===== src/rtl/riscv_pkg.sv =====
// Shared RV32I definitions for the front end: widths, reset PC, NOP, opcodes and the fetch entry type.
package riscv_pkg;
    localparam int XLEN        = 32;
    localparam int INSTR_BYTES = 4;

    localparam logic [XLEN-1:0] DEFAULT_RESET_PC = 32'h0000_0000;
    localparam logic [XLEN-1:0] NOP_INSTR        = 32'h0000_0013;

    localparam logic [6:0] OPC_LUI    = 7'b0110111;
    localparam logic [6:0] OPC_AUIPC  = 7'b0010111;
    localparam logic [6:0] OPC_JAL    = 7'b1101111;
    localparam logic [6:0] OPC_JALR   = 7'b1100111;
    localparam logic [6:0] OPC_BRANCH = 7'b1100011;
    localparam logic [6:0] OPC_LOAD   = 7'b0000011;
    localparam logic [6:0] OPC_STORE  = 7'b0100011;
    localparam logic [6:0] OPC_OP_IMM = 7'b0010011;
    localparam logic [6:0] OPC_OP     = 7'b0110011;
    localparam logic [6:0] OPC_SYSTEM = 7'b1110011;

    typedef struct packed {
        logic [XLEN-1:0] pc;
        logic [XLEN-1:0] instr;
    } fetch_entry_t;

    function automatic logic [XLEN-1:0] align_pc(input logic [XLEN-1:0] addr);
        return addr & ~(XLEN'(INSTR_BYTES) - XLEN'(1));
    endfunction
endpackage


===== src/rtl/fetch_fifo.sv =====
// Synchronous {pc, instr} buffer with a registered head; flush empties it in one cycle.
module fetch_fifo
    import riscv_pkg::*;
#(
    parameter int DEPTH = 2,
    localparam int CW = $clog2(DEPTH + 1)
) (
    input  logic          clk,
    input  logic          rst_n,
    input  logic          push,
    input  fetch_entry_t  push_data,
    input  logic          pop,
    input  logic          flush,
    output fetch_entry_t  head,
    output logic          full,
    output logic          empty,
    output logic [CW-1:0] count
);
    localparam int PW = (DEPTH > 1) ? $clog2(DEPTH) : 1;

    fetch_entry_t   mem [DEPTH];
    logic [PW-1:0]  rd_ptr;
    logic [PW-1:0]  wr_ptr;
    logic           do_push;
    logic           do_pop;

    function automatic logic [PW-1:0] ptr_inc(input logic [PW-1:0] p);
        return (p == PW'(DEPTH - 1)) ? '0 : p + PW'(1);
    endfunction

    assign empty   = (count == '0);
    assign full    = (count == CW'(DEPTH));
    assign do_pop  = pop && !empty;
    // A pop frees the slot this cycle, so push-at-full is accepted alongside it.
    assign do_push = push && (!full || do_pop);
    assign head    = mem[rd_ptr];

    always_ff @(posedge clk or negedge rst_n) begin
        if (!rst_n) begin
            rd_ptr <= '0;
            wr_ptr <= '0;
            count  <= '0;
            for (int i = 0; i < DEPTH; i++) mem[i] <= '0;
        end else if (flush) begin
            rd_ptr <= '0;
            wr_ptr <= '0;
            count  <= '0;
        end else begin
            if (do_push) begin
                mem[wr_ptr] <= push_data;
                wr_ptr      <= ptr_inc(wr_ptr);
            end
            if (do_pop) rd_ptr <= ptr_inc(rd_ptr);
            count <= count + CW'(do_push) - CW'(do_pop);
        end
    end
endmodule


===== src/rtl/fetch_unit.sv =====
// RV32I fetch stage: owns the PC, issues credit-limited imem requests, buffers responses, handles redirects.
// Build option FETCH_BYPASS_EN: an undropped response into an empty buffer reaches decode the same cycle.
module fetch_unit
    import riscv_pkg::*;
#(
    parameter logic [XLEN-1:0] RESET_PC   = DEFAULT_RESET_PC,
    parameter int              FIFO_DEPTH = 2
) (
    input  logic            clk_i,
    input  logic            rst_n_i,
    output logic            imem_req_valid_o,
    input  logic            imem_req_ready_i,
    output logic [XLEN-1:0] imem_req_addr_o,
    input  logic            imem_rsp_valid_i,
    input  logic [XLEN-1:0] imem_rsp_data_i,
    input  logic            redirect_valid_i,
    input  logic [XLEN-1:0] redirect_pc_i,
    output logic            instr_valid_o,
    input  logic            instr_ready_i,
    output logic [XLEN-1:0] instr_fet_o,
    output logic [XLEN-1:0] pc_fet_o
);
    localparam int CW = $clog2(FIFO_DEPTH + 1);
    localparam int SW = CW + 1;

    logic [XLEN-1:0] pc;
    logic [XLEN-1:0] resp_pc;
    logic [CW-1:0]   outstanding;
    logic [CW-1:0]   drop_cnt;
    logic [CW-1:0]   fifo_count;
    logic [SW-1:0]   credit_used;
    logic            fifo_push;
    logic            fifo_pop;
    logic            fifo_full;
    logic            fifo_empty;
    logic            rsp_take;
    logic            bypass;
    logic            pop;
    logic            req_fire;
    fetch_entry_t    push_entry;
    fetch_entry_t    fifo_head;

    assign rsp_take = imem_rsp_valid_i && !redirect_valid_i && (drop_cnt == '0);
`ifdef FETCH_BYPASS_EN
    assign bypass   = rsp_take && fifo_empty;
`else
    assign bypass   = 1'b0;
`endif

    assign instr_valid_o = !redirect_valid_i && (!fifo_empty || bypass);
    assign pop           = instr_valid_o && instr_ready_i;
    assign fifo_pop      = pop && !fifo_empty;
    assign fifo_push     = rsp_take && !(bypass && instr_ready_i);
    assign push_entry    = '{pc: resp_pc, instr: imem_rsp_data_i};
    assign instr_fet_o   = bypass ? imem_rsp_data_i : fifo_head.instr;
    assign pc_fet_o      = bypass ? resp_pc : fifo_head.pc;

    // Every in-flight fetch owns a buffer slot, so a response can always be pushed.
    assign credit_used      = SW'(outstanding) + SW'(fifo_count) - SW'(pop);
    assign imem_req_valid_o = rst_n_i && !redirect_valid_i && (credit_used < SW'(FIFO_DEPTH));
    assign imem_req_addr_o  = pc;
    assign req_fire         = imem_req_valid_o && imem_req_ready_i;

    always_ff @(posedge clk_i or negedge rst_n_i) begin
        if (!rst_n_i) begin
            pc          <= RESET_PC;
            resp_pc     <= RESET_PC;
            outstanding <= '0;
            drop_cnt    <= '0;
        end else if (redirect_valid_i) begin
            // Everything still in flight after this edge is stale and must be discarded.
            pc          <= align_pc(redirect_pc_i);
            resp_pc     <= align_pc(redirect_pc_i);
            outstanding <= outstanding - CW'(imem_rsp_valid_i);
            drop_cnt    <= outstanding - CW'(imem_rsp_valid_i);
        end else begin
            if (req_fire) pc <= pc + XLEN'(INSTR_BYTES);
            if (rsp_take) resp_pc <= resp_pc + XLEN'(INSTR_BYTES);
            outstanding <= outstanding + CW'(req_fire) - CW'(imem_rsp_valid_i);
            if (imem_rsp_valid_i && (drop_cnt != '0)) drop_cnt <= drop_cnt - CW'(1);
        end
    end

    fetch_fifo #(.DEPTH(FIFO_DEPTH)) u_fifo (
        .clk       (clk_i),
        .rst_n     (rst_n_i),
        .push      (fifo_push),
        .push_data (push_entry),
        .pop       (fifo_pop),
        .flush     (redirect_valid_i),
        .head      (fifo_head),
        .full      (fifo_full),
        .empty     (fifo_empty),
        .count     (fifo_count)
    );

    no_overflow: assert property (@(posedge clk_i) disable iff (!rst_n_i)
        !(fifo_push && fifo_full && !fifo_pop));
endmodule


===== config.mk =====
export PLATFORM = sky130hd
export DESIGN_NAME = fetch_unit
export DESIGN_NICKNAME = d
export VERILOG_FILES = /design/src/rtl/riscv_pkg.sv /design/src/rtl/fetch_fifo.sv /design/src/rtl/fetch_unit.sv
export SDC_FILE = /design/constraint.sdc
export NUM_CORES = 1
export LEC_CHECK = 0
export ABC_AREA = 0
export CORE_UTILIZATION = 48
export DETAILED_ROUTE_END_ITERATION = 10
export HOLD_SLACK_MARGIN = 0.12
export PLACE_DENSITY_LB_ADDON = 0.1
export SKIP_CTS_REPAIR_TIMING = 1
export SLEW_MARGIN = 30
export SYNTH_ARGS = -nofsm -noshare
export SYNTH_HDL_FRONTEND = slang
export SYNTH_SLANG_ARGS = --single-unit

===== constraint.sdc =====
create_clock -name clk_i -period 2.9 [get_ports clk_i]
set_input_delay 0.58 -clock clk_i [delete_from_list [all_inputs] [get_ports clk_i]]
set_output_delay 0.58 -clock clk_i [all_outputs]
set_load 0.05 [all_outputs]

Word level (Yosys, flattened, before mapping). Index checks and enable logic that the tools add are counted.

Bitwise logic cells: 3. Muxes and demuxes: 20. Order comparisons: 4. Add/sub/neg operators: 12. Reduce and logical (&&, ||, !) cells: 25. Eq/ne operators: 1.

Operator list (count): $mux 64 (4); $bwmux 128 (1); $mux 32 (4); $add 32x3->32 const B (2); $demux 64 s1 (1); $logic_and 1x1->1 (12); $reduce_bool 2->1 (6); $mux 2 (4); $mux 1 (6); $sub 2x1->2 (3); $add 2x1->2 (2); $ge 2x2->1 const B (2); $logic_not 2->1 (2); $not 1->2 (2); $add 2x2->3 (1); $logic_not 1->1 (3); $lt 3x2->1 const B (1); $sub 3x1->3 (1); $add 1x1->1 const B (2); $eq 2x2->1 const B (1); $lt 2x1->1 const B (1); $reduce_and 2->1 (1); $sub 2x1->2 const B (1); $logic_or 1x1->1 (1); $not 1->1 (1).

Bits in registers: 200. Output and inout bits: 98. Word-level logic and storage cells: 76. Input bits: 70.

Longest topological paths before layout. Gate-level depths: netlist of the first run.

Depth in word-level cells: 11. Depth in mapped cells: 17. Gate-level depth less buffers: 16.

Hierarchy. Synthesis of the first run repeated with hierarchy kept, for this count alone.

Cell total of the unflattened synthesis: 764. Area, all modules: 9796.9 sq um.

By module, submodules not included: fetch_fifo (times used 1, cells an instance 365, area an instance 5979.5 sq um, sequential area each 3303.2 sq um); fetch_unit (times used 1, cells an instance 399, area an instance 3817.4 sq um, sequential area each 1601.5 sq um).

Worst setup path after synthesis of the first run. OpenSTA, ideal clock, no wires.

Path type: in2reg. From: in redirect_valid_i. To: reg outstanding[1]. Data required time: 2.776 ns. Path slack: -1.445 ns. Path buffers: 2. Data arrival time: 4.221 ns. Stages: 17. Path through: buf_1 -> a21oi_1 -> nand2_1 -> inv_1 -> ha_1 -> nand2b_1 -> fa_1 -> and4b_1 -> and2_4 -> inv_2 -> clkbuf_1 -> ha_1 -> inv_1 -> ha_1 -> xnor2_1 -> o21ai_0 -> xnor2_1.

Cells in the longest elaborated chain, start to end: 10. Elaborated cells between the ends (all ways): 11. Classes of those cells: add/sub: 3; order compare: 1; mux: 1; reduce/logical: 6.

Ends and longest elaborated chain: start: declaration (line fetch_unit.sv:16) `input logic redirect_valid_i,`; $logic_not 1->1 (line fetch_unit.sv:50) `assign instr_valid_o = !redirect_valid_i && (!fifo_empty || bypass);`; $logic_and 1x1->1 (line fetch_unit.sv:50); net instr_valid_o (line fetch_unit.sv:18) `output logic instr_valid_o,`; $logic_and 1x1->1 (line fetch_unit.sv:51) `assign pop = instr_valid_o && instr_ready_i;`; $sub 3x1->3 (line fetch_unit.sv:59) `assign credit_used = SW'(outstanding) + SW'(fifo_count) - SW'(pop);`; $lt 3x2->1 (line fetch_unit.sv:60) `assign imem_req_valid_o = rst_n_i && !redirect_valid_i && (credit_used < SW'(FIFO_DEPTH));`; $logic_and 1x1->1 (line fetch_unit.sv:60); $logic_and 1x1->1 (line fetch_unit.sv:62) `assign req_fire = imem_req_valid_o && imem_req_ready_i;`; $add 2x1->2 (line fetch_unit.sv:79) `outstanding <= outstanding + CW'(req_fire) - CW'(imem_rsp_valid_i);`; $sub 2x1->2 (line fetch_unit.sv:79); $mux 2 (line fetch_unit.sv:70) `end else if (redirect_valid_i) begin`; end signal: assignment (line fetch_unit.sv:74) `outstanding <= outstanding - CW'(imem_rsp_valid_i);`; end signal: assignment (line fetch_unit.sv:79); end: declaration (line fetch_unit.sv:28) `logic [CW-1:0] outstanding;`.

The timed path passes the listed nets, and every way through them passes these cells. A chain may end at the register's enable or synchronous reset.

Final worst setup path of the first run.
From: reg u_fifo.count[1]. To: out imem_req_valid_o.

Cells in the longest elaborated chain, start to end: 7. Elaborated cells between the ends (all ways): 8. Classes of those cells: add/sub: 2; order compare: 1; reduce/logical: 5.

Ends and longest elaborated chain: start: declaration (line fetch_fifo.sv:17) `output logic [CW-1:0] count`; start signal: assignment (line fetch_fifo.sv:54) `count <= count + CW'(do_push) - CW'(do_pop);`; $logic_not 2->1 (line fetch_fifo.sv:31) `assign empty = (count == '0);`; $logic_not 1->1 (line fetch_unit.sv:50); $logic_and 1x1->1 (line fetch_unit.sv:50); $logic_and 1x1->1 (line fetch_unit.sv:51); $sub 3x1->3 * (line fetch_unit.sv:59); $lt 3x2->1 * (line fetch_unit.sv:60); $logic_and 1x1->1 * (line fetch_unit.sv:60); end: declaration (line fetch_unit.sv:11) `output logic imem_req_valid_o,`.

Mark *: on every way between the ends. The rest lies on a longest branch, timed or not.

==> reports/qor.csv, run 1 <==
stage,metric,value,unit
synth,synth_top_area_share,52.13,%
drt,drc,0,
drt,first_pass_iters,4,
run_status,outcome,"complete, but fails checks",
cts,clock-root-buffer,clkbuf_16,
grt,met1_usage,30.98,%
cts,clock-sinks,192,
drt,first_iter_violations,318,
timing,setup_viol,7,
synth,synth_area_leaders,"dfrtp_1 52%, mux2_2 22%, xor2_1 2.9%",
cts,clock_insertion_delay_worst_skew,0.43,ns
cells_and_area,utilization,64.11,%
cells_and_area,syn_to_final_growth,30.56,%
cts,cts_tree,built,
placement,place_congestion,0.8342,
synth,synth-async-reset-ratio,100.0,%
pwr,p_total,12.29,mW
worst_setup_path,cpPeakStageDelay,0.37,ns
cells_and_area,diodes,0,
worst_setup_path,crit_path_start_kind,flip-flop,
cells_and_area,multi_input_area,0.004270,mm²
synth,avgSynthCellArea,12.16,µm²
timing,layout_min_cycle_time,3.018,ns
grt,globalRouteOverflowTotal,0,
synth,synth-seq-cells,192,
worst_setup_path,slowest_stage,dfrtp_1,
synth,netlist_area,0.009216,mm²
cells_and_area,fillers,1472,
hold_path,hold_class,in2async,
synth,yosysUniqueCellTypes,51,
cts,htreeDepth,4,
grt,grt.total_usage,23.76,%
pwr,p_leak,5.408,nW
floorplan,core-area,0.01877,mm²
placement,io_buffers,161,
grt,grt_max_degree,150,
grt,met2_usage,39.58,%
drt,wl_per_cell,19.11,µm
cts,cts.path.max_buffers,2,
cts,path_clk_slew,0.07,ns
grt,top_usage_layer,met2,
timing,clock.fmax,331.3,MHz
floorplan,die_w,140.6,µm
synth,synth_warnings,0,
timing,finClkSkew,0.009453,ns
worst_setup_path,crit_top_cell,inv_2,
drt,via_per_inst,5.612,
placement,hpwl,15710,µm
floorplan,ios,168,
synth,synth_top_flop_cell,dfrtp_1,
timing,report.final.slew_viol_count,0,
drt,num_vias,6656,
synth,synth_edf_count,0,
pwr,vdd_drop_max,0.0004795,V
grt,grtUsageMet3,4.991,%
grt,antenna_found_initial,0,
timing,maxSlewHeadroom,42.82,%
floorplan,die_area,0.01976,mm²
synth,yosysSeqAreaShare,52.13,%
timing,worst_slew_pin_slew,0.8577,ns
floorplan,row_count,50,
timing,finalCritPeriodShare,104.1,%
floorplan,initial_core_util,49.11,%
cells_and_area,regArea,0.004806,mm²
worst_setup_path,critPathKind,reg2out,
timing,rsz0062_at_grt,true,
synth,synth.largest_area_cell,dfrtp_1,
synth,syn_inst,758,
worst_setup_path,required,2.32,ns
grt,grt_pass1_wl,36370,µm
pwr,power_density,1021,mW/mm²
worst_setup_path,crit_path_max_fanout,2,
cts,cts_buffers,17,
run,maxCapViolCount,0,
worst_setup_path,cp_cell_sequence,inv_2 -> a21oi_4 -> nand2_2 -> inv_2 -> ha_4 -> nand2b_4 -> fa_2 -> xor2_2 -> buf_4 -> nand3_4 -> nor2_4 -> buf_12,
worst_setup_path,crit_arrival,2.44,ns
cells_and_area,nNetsFinal,1020,
timing,layout_setup_ws,-0.1183,ns
grt,grt_pass1_vias,6862,
floorplan,die_h,140.6,µm
worst_setup_path,end_kind,output port,
run_status,violations,setup timing,
drt,wirelength,22670,µm
cells_and_area,drive_gt1_share,33.72,%
timing,hold_viol,0,
drt,antenna_left,0,
==> cells in the final DEF (no fill, tap or decap), types with 3 or more instances in the layout <==
master | synthesis | layout
nand4_1 | 22 | 22
dfrtp_1 | 192 | 191
clkinvlp_4 | 0 | 3
buf_6 | 0 | 3
o21ai_0 | 33 | 25
clkbuf_16 | 0 | 17
a31oi_1 | 4 | 4
dlymetal6s2s_1 | 0 | 23
or3_1 | 3 | 3
clkdlybuf4s50_1 | 0 | 103
nand2_1 | 51 | 50
nor3_1 | 4 | 4
mux2_2 | 184 | 184
mux2_1 | 3 | 3
o311ai_1 | 1 | 3
ha_1 | 10 | 7
bufinv_16 | 0 | 5
o211ai_1 | 12 | 12
xnor2_1 | 12 | 11
nand3_1 | 30 | 27
inv_2 | 2 | 4
a21boi_0 | 5 | 5
and2_1 | 4 | 3
o21ai_1 | 5 | 13
o311ai_0 | 7 | 5
and3_1 | 13 | 13
conb_1 | 1 | 4
inv_1 | 15 | 12
buf_4 | 17 | 63
inv_6 | 0 | 3
buf_12 | 0 | 5
nand2b_1 | 7 | 6
nor2_1 | 27 | 25
xor2_1 | 31 | 30
a21oi_1 | 10 | 9
ha_4 | 0 | 3
==> per-stage QoR <==
step                      hold WS, ns  worst slack, ns  instance area (µm²)  TNS [ns]  instances
after global routing           0.4524          -0.2234                12030    -2.555       1186
final                          0.3126          -0.1183                12030   -0.3380       1186
after detailed placement       0.4765          -0.5888                11210    -13.03       1148
after global placement         0.4612          -0.5545                11210    -11.21       1148
after floorplan                0.2844          -0.6118                 9323    -7.189        761
after CTS                      0.4258          -0.4021                11860    -1.356       1180
==> layout make-up <==
| type | count | share of cell area [%] |
|---|---|---|
| Clock buffer | 20 | 3.712 |
| Clock inverter | 12 | 1.695 |
| Inverter | 17 | 0.5719 |
| Multi-Input combinational cell | 512 | 35.49 |
| Sequential cell | 192 | 39.94 |
| Tap cell | 234 | 2.433 |
| Timing Repair Buffer | 199 | 16.16 |
==> cell usage after synthesis (3+ instances only) <==
library cell,number
o21ai_0,33
clkbuf_1,18
xor2_1,31
a31oi_1,4
and3_1,13
nand2b_1,7
nor2_1,27
o311ai_0,7
buf_1,3
mux2_1,3
or3_1,3
mux2_2,184
and2_1,4
nor3_1,4
a21oi_1,10
o211ai_1,12
o21ai_1,5
buf_4,17
ha_1,10
xnor2_1,12
a21boi_0,5
dfrtp_1,192
nand3_1,30
inv_1,15
nand2_1,51
nand4_1,22
==> power breakdown <==
group / total [mW] / internal, mW / leakage, nW / switching [mW]
Combinational: 5.61 / 2.34 / 2.71 / 3.27
Clock: 2.59 / 1.56 / 0.307 / 1.03
Sequential: 4.09 / 3.53 / 2.39 / 0.558
Total: 12.3 / 7.43 / 5.41 / 4.86
==> cells by family after synthesis <==
logic type                 Yosys count  synth area share (%)
AOI/OAI and AO/OA                   86                 5.892
xor gates and xnor gates            43                 4.086
adders and majority gates           11                 1.575
buffers and inverters               57                 3.041
DFF                                192                 52.13
muxes                              189                 23.07
other                                1               0.04069
and+or+nand+nor                    179                 10.17
==> metal layers <==
| layer | vias to the layer above | routed length, µm |
|---|---|---|
| li1 | 3076 | - |
| met1 | 3379 | 9964 |
| met2 | 175 | 11230 |
| met3 | 26 | 1007 |
| met5 | - | 0 |
| met4 | 0 | 470 |
==> path summary, 6_finish.rpt <==
kind,start,to,slack [ns],cells past startpoint
max,u_fifo.count[1],imem_req_valid_o,-0.12,12
min,rst_n_i,u_fifo.mem[39],0.31,2
max reg2reg,u_fifo.count[1],imem_req_addr_o[12],-0.09,13
min reg2reg,u_fifo.mem[51],u_fifo.mem[51],0.49,1
max in group asynchronous,rst_n_i,u_fifo.mem[122],1.41,3
min in group clk_i,u_fifo.mem[51],u_fifo.mem[51],0.49,1
==> worst max-delay path, delay by kind of cell, from the launching register on <==
kind | cells | cell delay [ns]
adder cells (fa/ha/maj) | 2 | 0.54
buffers and inverters | 4 | 0.42
AND/OR/NAND/NOR | 4 | 0.39
flip-flops | 1 | 0.37
AO/OA/AOI/OAI | 1 | 0.15
XOR/XNOR | 1 | 0.15
==> registers in the layout, indices dropped and copies added, names as in the netlist <==
register         cells
u_fifo.mem         124
imem_req_addr_o     30
resp_pc             30
drop_cnt             2
outstanding          2
u_fifo.count         2
u_fifo.rd_ptr        1
u_fifo.wr_ptr        1
Note: power is estimated with default switching activity, not from simulation.
==> run 2, diff against run 1 <==
CORE_ASPECT_RATIO = 1.5   (was default)
==> reports/qor.csv, run 2 (synthesized netlist as in run 1, its figures left out) <==
stage,metric,value,unit,change
worst_setup_path,cp_cell_sequence,inv_2 -> a21oi_4 -> nand2_2 -> inv_2 -> ha_4 -> nand2b_4 -> fa_2 -> xor2_1 -> buf_4 -> nand3_4 -> nor2_4 -> buf_12,,was inv_2 -> a21oi_4 -> nand2_2 -> inv_2 -> ha_4 -> nand2b_4 -> fa_2 -> xor2_2 -> buf_4 -> nand3_4 -> nor2_4 -> buf_12
worst_setup_path,endpoint,imem_req_valid_o,,unchanged
cells_and_area,nNetsFinal,1019,,"was 1,020"
drt,first_pass_iters,4,,unchanged
worst_setup_path,path_depth,12,,unchanged
timing,report.final.slew_viol_count,0,,unchanged
drt,via_per_inst,5.564,,was 5.612
floorplan,die_area,0.01977,mm²,was 0.01976 mm²
timing,finClkSkew,0.006729,ns,was 0.009453 ns
worst_setup_path,path_buf_inv,4,,unchanged
floorplan,initial_core_util,49.29,%,was 49.11%
drt,num_vias,6682,,"was 6,656"
worst_setup_path,rr_worst_depth,16,,was 13
cts,cts_buffers,17,,unchanged
drt,antenna_left,0,,unchanged
grt,antenna_found_initial,0,,unchanged
floorplan,row_count,61,,was 50
cts,clock_insertion_delay_worst_skew,0.43,ns,about the same
cts,cts_tree,built,,unchanged
pwr,p_total,12.25,mW,was 12.29 mW
run_status,violations,setup timing,,unchanged
cts,htreeDepth,4,,unchanged
drt,first_iter_violations,270,,was 318
grt,globalRouteOverflowTotal,0,,unchanged
cells_and_area,final_area,0.01210,mm²,was 0.01203 mm²
worst_setup_path,r2r_setup_slack,-0.15,ns,was -0.09 ns
pwr,power_density,1013,mW/mm²,was 1021 mW/mm²
worst_setup_path,slowest_stage,dfrtp_1,,unchanged
timing,setup_viol,9,,was 7
drt,wirelength,22780,µm,"was 22,670 µm"
timing,finalCritPeriodShare,106.5,%,was 104.1%
cells_and_area,largest_reg_flops,124,,unchanged
hold_path,hold_class,in2async,,unchanged
worst_setup_path,cp_top_family,adder cells,,unchanged
timing,rsz0062_at_grt,true,,unchanged
floorplan,die_h,171.7,µm,was 140.6 µm
timing,clock.fmax,323.9,MHz,was 331.3 MHz
grt,grt_max_degree,170,,was 150
timing,maxSlewHeadroom,54.00,%,was 42.82%
cells_and_area,syn_to_final_growth,31.28,%,was 30.56%
worst_setup_path,required,2.32,ns,about the same
worst_setup_path,critPathKind,reg2out,,unchanged
worst_setup_path,crit_top_cell,inv_2,,unchanged
grt,grt.total_usage,24.20,%,was 23.76%
cts,path_clk_slew,0.07,ns,about the same
grt,grt_pass1_wl,36430,µm,"was 36,370 µm"
timing,hold_viol,0,,unchanged
run,maxCapViolCount,0,,unchanged
cells_and_area,layout_commonest_cell,dfrtp_1,,unchanged
timing,worst_slew_pin_slew,0.6899,ns,was 0.8577 ns
floorplan,ios,168,,unchanged
worst_setup_path,crit_arrival,2.51,ns,was 2.44 ns
pwr,p_leak,5.306,nW,was 5.408 nW
drt,wl_per_cell,18.97,µm,was 19.11 µm
placement,hpwl,16260,µm,"was 15,710 µm"
cts,cts.path.max_buffers,2,,unchanged
drt,drc,0,,unchanged
worst_setup_path,rr_endpoint,outstanding[1],,was imem_req_addr_o[12]
run_status,outcome,"complete, but fails checks",,unchanged
cells_and_area,top_register,u_fifo.mem,,unchanged
floorplan,core-area,0.01870,mm²,was 0.01877 mm²
cts,clock-root-buffer,clkbuf_16,,unchanged
pwr,vdd_drop_max,0.0006538,V,was 0.0004795 V
worst_setup_path,cpPeakStageDelay,0.38,ns,was 0.37 ns
placement,io_buffers,161,,unchanged
cells_and_area,diodes,0,,unchanged
cells_and_area,drive_gt1_share,32.14,%,was 33.72%
worst_setup_path,end_kind,output port,,unchanged
cells_and_area,final_cell_mix,"191 x dfrtp_1, 184 x mux2_2, 130 x clkdlybuf4s50_1",,"was 191 x dfrtp_1, 184 x mux2_2, 103 x clkdlybuf4s50_1"
grt,grt_pass1_vias,7062,,"was 6,862"
floorplan,die_w,115.1,µm,was 140.6 µm
placement,dpl_cell_area,0.01127,mm²,was 0.01121 mm²
timing,layout_min_cycle_time,3.088,ns,was 3.018 ns
worst_setup_path,crit_path_max_fanout,3,,was 2
placement,place_congestion,0.9284,,was 0.8342
timing,layout_setup_ws,-0.1876,ns,was -0.1183 ns
worst_setup_path,crit_path_start_kind,flip-flop,,unchanged
worst_setup_path,critPathLaunch,u_fifo.count[1],,unchanged
worst_setup_path,rr_startpoint,u_fifo.count[1],,unchanged
cts,clock-sinks,192,,unchanged
-- run 2: changes by cell type in the layout (fill, tap and decap cells not counted), sizes merged --
cell,previous run,this run
dlymetal6s2s,23,16
bufinv,5,4
clkinv,2,1
buf,72,52
clkdlybuf4s50,103,130
inv,19,18
-- run 2: layer usage --
layer	part of all wire (%)	routed length (µm)	global-route usage [%]	up-vias
li1	-	-	-	3063
met3	5.2	1181	5.356	47
met4	3.3	755	11.12	0
met1	40	9160	28.54	3362
met5	0	0	0	-
met2	51	11690	41.75	210
-- run 2: worst min-delay path by stage --
stage	end	slack [ns]	cells after the start
after floorplan	drop_cnt[0]	0.28	0
after global placement	u_fifo.mem[51]	0.46	1
after detailed placement	u_fifo.mem[51]	0.47	1
after CTS	imem_req_addr_o[29]	0.16	2
after global routing	imem_req_addr_o[29]	0.19	2
final	imem_req_addr_o[28]	0.18	2
-- run 2: power by group --
group	total (mW)	switching [mW]	leakage (nW)	internal, mW
Clock	2.49	0.988	0.298	1.51
Combinational	5.69	3.30	2.61	2.39
Sequential	4.07	0.540	2.39	3.53
-- run 2: cell type report --
class	instances	area (µm²)
Clock buffer	21	470.5
Timing Repair Buffer	198	2003
Sequential cell	192	4806
Multi-Input combinational cell	512	4279
Inverter	17	68.82
Tap cell	252	315.3
Clock inverter	9	156.4
Fill cell	1444	6600
-- run 2: stage by stage --
step           setup slack (ns)  instances  hold WS [ns]  setup TNS (ns)  util (%)
2_1_floorplan           -0.6118        761        0.2844          -7.189         -
3_3_place_gp            -0.6507       1164        0.4636          -14.33     60.29
3_5_place_dp            -0.6935       1164        0.4698          -16.24     60.29
4_1_cts                 -0.4798       1194        0.1635          -3.480     63.64
5_1_grt                 -0.2890       1201        0.1908          -2.504     64.70
6_report                -0.1876       1201        0.1801         -0.7587     64.70
-- run 2: worst register-to-register path, delay by kind of cell (launching register included) --
| family | cells | cell delay [ns] |
|---|---|---|
| adders and majority gates | 4 | 1.15 |
| and+or+nand+nor | 4 | 0.63 |
| DFF | 1 | 0.38 |
| AOI/OAI and AO/OA | 2 | 0.31 |
| xor gates and xnor gates | 2 | 0.27 |
| buffers and inverters | 4 | 0.21 |
